--- src/rtl/wishb_master_if.sv ---
// Request/response handshake plus Wishbone classic pins for wishb_master.
// Latency: none, this bundles wires only.
// Backpressure: req_ready/rsp_ready carry it; master = initiator view, slave = source/bus view.
interface wishb_master_if;
    // command port
    logic        req_valid;
    logic        req_ready;
    logic        req_we;
    logic [25:0] req_adr;
    logic [31:0] req_dat;
    // response port
    logic        rsp_valid;
    logic        rsp_ready;
    logic [31:0] rsp_dat;
    logic        rsp_err;
    // Wishbone classic pins
    logic [25:0] adr_o;
    logic [31:0] dat_o;
    logic [31:0] dat_i;
    logic        we_o;
    logic        stb_o;
    logic        cyc_o;
    logic        ack_i;

    modport master (
        input  req_valid, req_we, req_adr, req_dat, rsp_ready, dat_i, ack_i,
        output req_ready, rsp_valid, rsp_dat, rsp_err, adr_o, dat_o, we_o, stb_o, cyc_o
    );

    modport slave (
        output req_valid, req_we, req_adr, req_dat, rsp_ready, dat_i, ack_i,
        input  req_ready, rsp_valid, rsp_dat, rsp_err, adr_o, dat_o, we_o, stb_o, cyc_o
    );
endinterface

--- src/rtl/wishb_master.sv ---
// Wishbone classic single-cycle initiator fed by a valid/ready command port.
// Latency: cyc/stb from accept edge, response on the ack edge; 3 clocks per command minimum.
// Backpressure: one command in flight; req_ready low until the response is taken.
// Optional WISHB_MASTER_TIMEOUT_EN builds the ack timeout counter and the rsp_err path.
module wishb_master #(
    parameter int          TIMEOUT  = 16,
    parameter logic [31:0] ERR_DATA = 32'hDEADBEEF
) (
    input  logic           clk_i,
    input  logic           rst_i,
    wishb_master_if.master bus
);

    typedef enum logic [1:0] {
        IDLE = 2'd0,
        BUS  = 2'd1,
        RESP = 2'd2
    } state_t;

    state_t      state;
    logic [25:0] adr_q;
    logic [31:0] dat_q;
    logic        we_q;
    logic        stb_q;
    logic        cyc_q;
    logic        rsp_valid_q;
    logic [31:0] rsp_dat_q;
    logic        rsp_err_q;

`ifdef WISHB_MASTER_TIMEOUT_EN
    // Last count value before giving up: cyc drops TIMEOUT edges after accept.
    localparam logic [7:0] CNT_LAST = 8'(TIMEOUT - 1);
    logic [7:0] cnt;
`else
    // Parameters only matter with the timeout built; keep them referenced.
    logic unused_cfg;
    assign unused_cfg = ^{8'(TIMEOUT), ERR_DATA};
`endif

    // Single FSM: accept a command, run one bus cycle, hold the response until taken.
    always_ff @(posedge clk_i or negedge rst_i) begin
        if (!rst_i) begin
            state       <= IDLE;
            adr_q       <= '0;
            dat_q       <= '0;
            we_q        <= 1'b0;
            stb_q       <= 1'b0;
            cyc_q       <= 1'b0;
            rsp_valid_q <= 1'b0;
            rsp_dat_q   <= '0;
            rsp_err_q   <= 1'b0;
`ifdef WISHB_MASTER_TIMEOUT_EN
            cnt         <= '0;
`endif
        end else begin
            case (state)
                IDLE: begin
                    if (bus.req_valid) begin
                        adr_q <= bus.req_adr;
                        dat_q <= bus.req_dat;
                        we_q  <= bus.req_we;
                        cyc_q <= 1'b1;
                        stb_q <= 1'b1;
`ifdef WISHB_MASTER_TIMEOUT_EN
                        cnt   <= '0;
`endif
                        state <= BUS;
                    end
                end
                BUS: begin
                    // Ack is checked first so it wins over a simultaneous timeout.
                    if (bus.ack_i) begin
                        cyc_q       <= 1'b0;
                        stb_q       <= 1'b0;
                        we_q        <= 1'b0;
                        rsp_dat_q   <= we_q ? 32'h0 : bus.dat_i;
                        rsp_err_q   <= 1'b0;
                        rsp_valid_q <= 1'b1;
                        state       <= RESP;
                    end
`ifdef WISHB_MASTER_TIMEOUT_EN
                    else if (cnt == CNT_LAST) begin
                        cyc_q       <= 1'b0;
                        stb_q       <= 1'b0;
                        rsp_dat_q   <= we_q ? 32'h0 : ERR_DATA;
                        rsp_err_q   <= 1'b1;
                        rsp_valid_q <= 1'b1;
                        state       <= RESP;
                    end else if (cnt != 8'hFF) begin
                        // Saturate rather than wrap.
                        cnt <= cnt + 8'd1;
                    end
`endif
                end
                RESP: begin
                    if (bus.rsp_ready) begin
                        rsp_valid_q <= 1'b0;
                        state       <= IDLE;
                    end
                end
                default: begin
                    state <= IDLE;
                end
            endcase
        end
    end

    assign bus.req_ready = (state == IDLE);
    assign bus.adr_o     = adr_q;
    assign bus.dat_o     = dat_q;
    assign bus.we_o      = we_q;
    assign bus.stb_o     = stb_q;
    assign bus.cyc_o     = cyc_q;
    assign bus.rsp_valid = rsp_valid_q;
    assign bus.rsp_dat   = rsp_dat_q;
    assign bus.rsp_err   = rsp_err_q;

endmodule

--- src/flat_wrapper.sv ---
// flat-port wrapper written by rule: the top's interface ports become plain ports
module wishb_master_flat 
#(
    parameter int          TIMEOUT  = 16,
    parameter logic [31:0] ERR_DATA = 32'hDEADBEEF
)
  (clk_i, rst_i, bus_req_valid, bus_req_we, bus_req_adr, bus_req_dat, bus_rsp_ready, bus_dat_i, bus_ack_i, bus_req_ready, bus_rsp_valid, bus_rsp_dat, bus_rsp_err, bus_adr_o, bus_dat_o, bus_we_o, bus_stb_o, bus_cyc_o);
  wishb_master_if bus_i ();
  input  logic clk_i;
  input  logic rst_i;
  input wire logic [$bits(bus_i.req_valid)-1:0] bus_req_valid;
  input wire logic [$bits(bus_i.req_we)-1:0] bus_req_we;
  input wire logic [$bits(bus_i.req_adr)-1:0] bus_req_adr;
  input wire logic [$bits(bus_i.req_dat)-1:0] bus_req_dat;
  input wire logic [$bits(bus_i.rsp_ready)-1:0] bus_rsp_ready;
  input wire logic [$bits(bus_i.dat_i)-1:0] bus_dat_i;
  input wire logic [$bits(bus_i.ack_i)-1:0] bus_ack_i;
  output wire logic [$bits(bus_i.req_ready)-1:0] bus_req_ready;
  output wire logic [$bits(bus_i.rsp_valid)-1:0] bus_rsp_valid;
  output wire logic [$bits(bus_i.rsp_dat)-1:0] bus_rsp_dat;
  output wire logic [$bits(bus_i.rsp_err)-1:0] bus_rsp_err;
  output wire logic [$bits(bus_i.adr_o)-1:0] bus_adr_o;
  output wire logic [$bits(bus_i.dat_o)-1:0] bus_dat_o;
  output wire logic [$bits(bus_i.we_o)-1:0] bus_we_o;
  output wire logic [$bits(bus_i.stb_o)-1:0] bus_stb_o;
  output wire logic [$bits(bus_i.cyc_o)-1:0] bus_cyc_o;
  assign bus_i.req_valid = bus_req_valid;
  assign bus_i.req_we = bus_req_we;
  assign bus_i.req_adr = bus_req_adr;
  assign bus_i.req_dat = bus_req_dat;
  assign bus_i.rsp_ready = bus_rsp_ready;
  assign bus_i.dat_i = bus_dat_i;
  assign bus_i.ack_i = bus_ack_i;
  assign bus_req_ready = bus_i.req_ready;
  assign bus_rsp_valid = bus_i.rsp_valid;
  assign bus_rsp_dat = bus_i.rsp_dat;
  assign bus_rsp_err = bus_i.rsp_err;
  assign bus_adr_o = bus_i.adr_o;
  assign bus_dat_o = bus_i.dat_o;
  assign bus_we_o = bus_i.we_o;
  assign bus_stb_o = bus_i.stb_o;
  assign bus_cyc_o = bus_i.cyc_o;
  wishb_master #(.TIMEOUT(TIMEOUT), .ERR_DATA(ERR_DATA)) u_core (.clk_i(clk_i), .rst_i(rst_i), .bus(bus_i));
endmodule
--- config.mk ---
export PLATFORM = sky130hd
export DESIGN_NAME = wishb_master_flat
export DESIGN_NICKNAME = d
export VERILOG_FILES = /design/src/rtl/wishb_master_if.sv /design/src/rtl/wishb_master.sv /design/src/flat_wrapper.sv
export SDC_FILE = /design/constraint.sdc
export NUM_CORES = 1
export LEC_CHECK = 0
export BUFFER_PORTS_ARGS = -buffer_cell sky130_fd_sc_hd__buf_4
export CAP_MARGIN = 10
export CORE_MARGIN = 3
export CORE_UTILIZATION = 46
export DETAILED_ROUTE_END_ITERATION = 12
export GPL_ROUTABILITY_DRIVEN = 0
export PLACE_DENSITY = 0.84
export SYNTH_ARGS = -nofsm -noshare
export SYNTH_HDL_FRONTEND = slang
export SYNTH_SLANG_ARGS = --single-unit
--- constraint.sdc ---
create_clock -name clk_i -period 1.9 [get_ports clk_i]
set_input_delay 0.095 -clock clk_i [delete_from_list [all_inputs] [get_ports clk_i]]
set_output_delay 0.095 -clock clk_i [all_outputs]
set_load 0.05 [all_outputs]
-- After elaboration in Yosys (flattened, before gate mapping)
Index checks and enable logic that the tools add are counted.
- equality and inequality tests: 5
- multiplexer cells: 13
- reductions and logical operators: 8
- operator list (kind ; number):
    $mux 32 ; 1
    $reduce_and 3->1 ; 3
    $mux 2 ; 3
    $ne 2x2->1 const B ; 3
    $pmux 1 s2 ; 3
    $pmux 2 s3 ; 1
    $mux 1 ; 5
    $reduce_and 2->1 ; 2
    $reduce_bool 2->1 ; 2
    $eq 2x1->1 const B ; 1
    $eq 2x2->1 const B ; 1
    $logic_not 2->1 ; 1
- register bits after elaboration: 95
- bits of input ports: 96
- output and inout port bits: 96
- logic and storage cells: 33

-- Depth between registers and ports, before layout
Gate-level depths: netlist of run 1.
- word-level depth: 3
- depth in mapped cells: 6
- mapped depth without buffers: 3

-- Least setup slack after synthesis of run 1
Ideal clock, no wire load.
- path type: reg-to-reg
- from: register u_core.state[1]
- to: register u_core.dat_q[11], in the netlist u_core.bus.dat_o[11]
- setup time: 125 ps
- data arrival time: 1330 ps
- required time: 1775 ps
- path slack: 445 ps
- stages on the path, launching flop included: 6
- buffers on the path: 2
- period minus slack after synthesis: 1455 ps
- cell sequence: dfrtp_1 > nor2b_2 > nor2b_4 > buf_6 > buf_12 > mux2_4
- longest elaborated chain between the ends: 2
- ends and longest elaborated chain (item ; line ; source):
    start, declared ; wishb_master.sv:20 ; state_t state;
    start signal, assigned ; wishb_master.sv:43 ; state <= IDLE;
    start signal, assigned ; wishb_master.sv:67 ; state <= BUS;
    start signal, assigned ; wishb_master.sv:79 ; state <= RESP;
    $logic_not 2->1 ; wishb_master.sv:56 ; case (state)
    $reduce_and 2->1 (no line) ; -- ;
    end signal, assigned ; wishb_master.sv:60 ; dat_q <= bus.req_dat;
    end, declared ; wishb_master.sv:22 ; logic [31:0] dat_q;
Every way passes these cells.
A chain may end at the register's enable or synchronous reset.

-- Worst setup path in the final report of run 1
- from: register u_core.state[1]
- to: register u_core.adr_q[23], in the netlist u_core.bus.adr_o[23]
- longest elaborated chain between the ends: 2
- ends and longest elaborated chain (item ; line ; source):
    $logic_not 2->1 ; wishb_master.sv:56 ;
    $reduce_and 2->1 (no line) ; -- ;
    end signal, assigned ; wishb_master.sv:59 ; adr_q <= bus.req_adr;
    end, declared ; wishb_master.sv:21 ; logic [25:0] adr_q;
Every way passes these cells.

==> results.toml, run 1 <==
[yosys]
synth_compound_area_frac = 0.0536
synth_fa_ha_area_frac = 0
ys_seq_elements = 95
synth-xor-area-share = 0
synthSimpleGateAreaFrac = 0.101
synth_cells = 290
synth_top_family_by_area = "multiplexers"
synth-seq-area-share = 0.618
syn_area_um2 = 3850
synth_warnings = 0
syn-mean-instance-area_um2 = 13.3
synth.distinct_cells = 21
synth.mux.area_fraction = 0.189
syn_nets = 386

[routing]
ant_nets = 0
route.detailed.drc = 0
wl_per_cell_um = 18.8
avgViaCountPerCell = 4.84
drt_wl_total_um = 12500
num_vias = 3206
dr.pass1.iters = 5
drt-initial-drc-count = 84

[critical_path]
critical_path.top_delay_family = "flip-flops"
crit_path_start_kind = "flop"
crit_path_top_delay_cell = "dfrtp_1"
cp.buffers_inverters = 1
arrival_ns = 1.88
timing.setup.critical_path_class = "reg -> reg"
path_cells = "nor2b_2, nor2b_4, buf_4, mux2_2"
crit_required_ns = 2.14
critPathMaxStageDelay_ns = 0.46
cp_max_fo = 23
r2r_slack_ns = 0.25
worst_setup_path_end_kind = "flop"

[floorplanning]
num_rows = 32
dieArea_um2 = 9500
die_h_um = 97.5
ios = 192
coreArea_um2 = 7930
start_util = 0.485
dieWidth_um = 97.5

[global_route]
track_usage = 0.268
grt_start_max_net_pins = 66
grt_pass1_vias = 3517
grt_pass1_wl_um = 19900
overflow = 0
gr-usage-met1 = 0.312
met2_usage = 0.469
antenna_found_initial = 1
globalRoute.busiestLayer = "met2"
grtUsageMet3 = 0.0739

[placement]
io_buffers = 190
place_area_um2 = 5350
dp_hpwl_um = 7240

[final_layout]
fillers = 445
drive_gt1_frac = 0.485
multi_input_area_um2 = 1330
seq_area_um2 = 2380
final_nets = 650
stdcell_area_um2 = 6310
area_growth_syn_to_layout_pct = 63.9

[timing]
finalSetupTns_ns = 0
skew_ns = 0.0173
min_period_ns = 1.65
slew_violations = 0
rsz0062_at_grt = "no"
period_share = 0.867
hold_viol = 0
fmax_mhz = 607
setup_viol = 0

[status]
outcome = "complete, no violations"

[clocking]
clock_path_buffers = 2
clk_pin_slew_ns = 0.10
cts-htree-levels = 3
cts_num_sinks = 95
clk_latency_ns = 0.35
numCtsBuffers = 9
cts-root-buf = "clkbuf_8"
cts_setup_buffers = 0
cts_tree = "yes"

[power_and_ir_drop]
powerDensity_nw_per_um2 = 1980
ir_worst_vdd_mv = 1.11
leakagePower_nw = 3.07

[worst_hold_path]
hold_class = "in -> reg"

[run]
maxCapViolCount = 0
## worst paths after layout
kind,from,end,depth (start not counted)
setup / recovery,u_core.state[1]$_DFFE_PN0P_,u_core.bus.adr_o[23]$_DFFE_PN0P_,4
hold / removal,bus_dat_i[2],u_core.bus.rsp_dat[2]$_DFFE_PN0P_,3
setup reg to reg,u_core.state[1]$_DFFE_PN0P_,u_core.bus.adr_o[23]$_DFFE_PN0P_,4
hold reg to reg,u_core.bus.rsp_dat[22]$_DFFE_PN0P_,u_core.bus.rsp_dat[22]$_DFFE_PN0P_,2
max in group asynchronous,rst_i,u_core.bus.rsp_dat[4]$_DFFE_PN0P_,3
min in group asynchronous,rst_i,u_core.bus.adr_o[20]$_DFFE_PN0P_,2
## layout by cell type, fill, tap and decap left out, types with 2 or more instances in the layout
master,count
a21oi_1,4
buf_12,3
buf_4,193
clkbuf_8,9
clkinvlp_4,3
dfrtp_1,95
dlygate4sd3_1,76
inv_1,2
mux2_2,38
mux2_4,20
nand2_1,34
nand2b_1,34
nor2_1,3
o21ai_0,34
## power by group
part           leakage (nW)  internal [W]  switching [W]
clock network        0.0904      0.000616       0.000711
registers              1.15       0.00299       0.000701
logic                  1.83       0.00258        0.00489
## cells by family after synthesis
| group | after synthesis |
|---|---|
| DFF | 95 |
| and+or+nand+nor | 75 |
| muxes | 58 |
| AOI/OAI and AO/OA | 40 |
| buffers and inverters | 21 |
| other | 1 |
## tightest hold or removal path: stages
cell,delay [ns]
buf_4,0.11
nand2b_1,0.05
o21ai_0,0.07
## cell usage after synthesis (all sizes together)
cell | n | share of area
nand2b | 34 | 0.055
o21ai | 34 | 0.044
buf | 14 | 0.031
conb | 1 | 0.00097
inv | 2 | 0.0020
o2bb2ai | 1 | 0.0023
clkbuf | 5 | 0.0049
o31ai | 1 | 0.0020
nand3b | 1 | 0.0020
nand2 | 34 | 0.033
nor2b | 3 | 0.0075
mux2 | 58 | 0.19
dfrtp | 95 | 0.62
nor2 | 3 | 0.0029
a21oi | 4 | 0.0052
## registers in the layout (all words and copies together), names as in the netlist
signal / count
u_core.bus.adr_o: 26
u_core.bus.dat_o: 32
u_core.bus.we_o: 1
u_core.bus.stb_o: 1
u_core.bus.rsp_dat: 32
u_core.bus.rsp_valid: 1
u_core.state: 2
## timing repair
action                                 CTS  global route
endpoints found under the hold margin  109             0
resized for setup                        0             0
hold buffers                            76             0
## layout make-up
type                            instances  share of cell area
Clock buffer                           10              0.0202
Inverter                                2             0.00119
Clock inverter                          6              0.0109
Multi-Input combinational cell        174               0.210
Timing Repair Buffer                  272               0.360
Antenna cell                            1            0.000397
Sequential cell                        95               0.377
Tap cell                              102              0.0202
## per-layer routing
layer  wire length, um  vias up
met5                 0        -
met4               392        0
met3               896       27
met2              6390      160
met1              4780     1527
li1                  -     1492
## per-stage QoR
stage,util,power (W),std cells,setup slack [ns],hold slack [ns]
4_1_cts,0.795,0.0123,661,0.262,0.000337
3_3_place_gp,0.675,0.0107,569,0.341,0.0649
3_5_place_dp,0.675,0.0109,569,0.269,0.0698
2_1_floorplan,-,0.00868,290,0.445,-0.201
5_1_grt,0.796,0.0130,662,0.161,0.0153
6_report,0.796,0.0125,662,0.254,0.0118
(Power assumes the default switching activity.)
==> run 2: changes to the inputs <==
--- a/config.mk
+++ b/config.mk
@@ -12,6 +12,7 @@
 export DETAILED_ROUTE_END_ITERATION = 12
 export GPL_ROUTABILITY_DRIVEN = 0
 export PLACE_DENSITY = 0.84
+export RECOVER_POWER = 50
 export SYNTH_ARGS = -nofsm -noshare
 export SYNTH_HDL_FRONTEND = slang
 export SYNTH_SLANG_ARGS = --single-unit
==> results.toml, run 2 (synthesized netlist as in run 1, its figures left out) <==
[status]
outcome = "complete, no violations"

[final_layout]
final_util = 0.774
layout_common_cells = "buf_4, dfrtp_1, dlygate4sd3_1"
multi_input_area_um2 = 1320
seq_area_um2 = 2380
layout_commonest_cell = "buf_4"
final_nets = 650
drive_gt1_frac = 0.404
area_growth_syn_to_layout_pct = 59.4
fillers = 496

[timing]
setup_ws_ns = 0.197
maxSlewHeadroom = 0.408
worst_pin_slew_ns = 0.887
fmax_mhz = 587
min_period_ns = 1.70
rsz0062_at_grt = "no"
period_share = 0.896
skew_ns = 0.0171
setup_viol = 0
slew_violations = 0
hold_viol = 0
finalSetupTns_ns = 0

[worst_hold_path]
hold_class = "in -> reg"

[routing]
avgViaCountPerCell = 4.87
dr.pass1.iters = 4
route.detailed.drc = 0
num_vias = 3224
drt_wl_total_um = 12400
drt-initial-drc-count = 89
ant_nets = 0
wl_per_cell_um = 18.8

[critical_path]
arrival_ns = 1.94
crit_required_ns = 2.13
cp.buffers_inverters = 1
cp_max_fo = 23
worst_setup_path_end_kind = "flop"
critical_path.top_delay_family = "flip-flops"
critPathMaxStageDelay_ns = 0.45
crit_path_top_delay_cell = "dfrtp_1"
timing.setup.critical_path_class = "reg -> reg"
crit_path_start_kind = "flop"
path_cells = "nor2b_1, nor2b_4, buf_4, mux2_2"

[floorplanning]
dieArea_um2 = 9500
num_rows = 32
die_h_um = 97.5
dieWidth_um = 97.5
start_util = 0.485
ios = 192
coreArea_um2 = 7930

[clocking]
cts_setup_buffers = 0
clk_pin_slew_ns = 0.10
postCtsHoldBufs = 76
clk_latency_ns = 0.34
numCtsBuffers = 9
cts-htree-levels = 3
clock_path_buffers = 2
ctsResizeCount = 0
cts_num_sinks = 95
cts_tree = "yes"
cts-root-buf = "clkbuf_8"

[power_and_ir_drop]
powerDensity_nw_per_um2 = 1970
ir_worst_vdd_mv = 1.08
leakagePower_nw = 2.90

[global_route]
track_usage = 0.268
met2_usage = 0.469
grt_pass1_vias = 3517
globalRoute.busiestLayer = "met2"
overflow = 0
antenna_found_initial = 1
grtUsageMet3 = 0.0739
grt_start_max_net_pins = 66
grt_pass1_wl_um = 19900
gr-usage-met1 = 0.312

[run]
maxCapViolCount = 0

[placement]
dp_worst_setup_slack_ns = 0.269
io_buffers = 190
dp_hpwl_um = 7240
-- run 2: worst min-delay path: stages --
cell and delay [ns]:
buf_4 0.11, nand2b_1 0.05, o21ai_0 0.07
-- run 2: path summary, 6_finish.rpt --
path,from,endpoint,slack (ns),cells after the start
worst max-delay path,u_core.state[1]$_DFFE_PN0P_,u_core.bus.adr_o[23]$_DFFE_PN0P_,0.20,4
worst max register to register,u_core.state[1]$_DFFE_PN0P_,u_core.bus.adr_o[23]$_DFFE_PN0P_,0.20,4
max in group asynchronous,rst_i,u_core.bus.rsp_dat[4]$_DFFE_PN0P_,0.50,3
worst min register to register,u_core.bus.rsp_dat[22]$_DFFE_PN0P_,u_core.bus.rsp_dat[22]$_DFFE_PN0P_,0.49,2
worst min-delay path,bus_dat_i[8],u_core.bus.rsp_dat[8]$_DFFE_PN0P_,0.02,3
min in group asynchronous,rst_i,u_core.bus.adr_o[20]$_DFFE_PN0P_,0.40,2
-- run 2: layout make-up --
class,count,area share
antenna,1,0.000408
timing repair buffer,272,0.342
tap,102,0.0208
inverter,2,0.00122
sequential,95,0.388
clock buffer,10,0.0208
multi-input combinational,174,0.216
clock inverter,6,0.0112
-- run 2: layer usage --
layer | vias to the layer above | share of wire
met1 | 1535 | 0.38
met4 | 0 | 0.033
met3 | 29 | 0.075
li1 | 1493 | -
met5 | - | 0
met2 | 167 | 0.51
-- run 2: power breakdown --
group	internal, W	total, W	switching [W]
sequential	0.00299	0.00368	0.000688
clock	0.000616	0.00132	0.000708
combinational	0.00220	0.00708	0.00489
total	0.00580	0.0121	0.00628
-- run 2: per-stage QoR --
stage	total power (W)	hold WS [ns]	area [um^2]	instances
6_report	0.0121	0.0153	6130	662
2_1_floorplan	0.00868	-0.201	3850	290
5_1_grt	0.0126	0.0153	6130	662
3_3_place_gp	0.0107	0.0649	5350	569
3_5_place_dp	0.0109	0.0698	5350	569
4_1_cts	0.0123	0.000337	6300	661
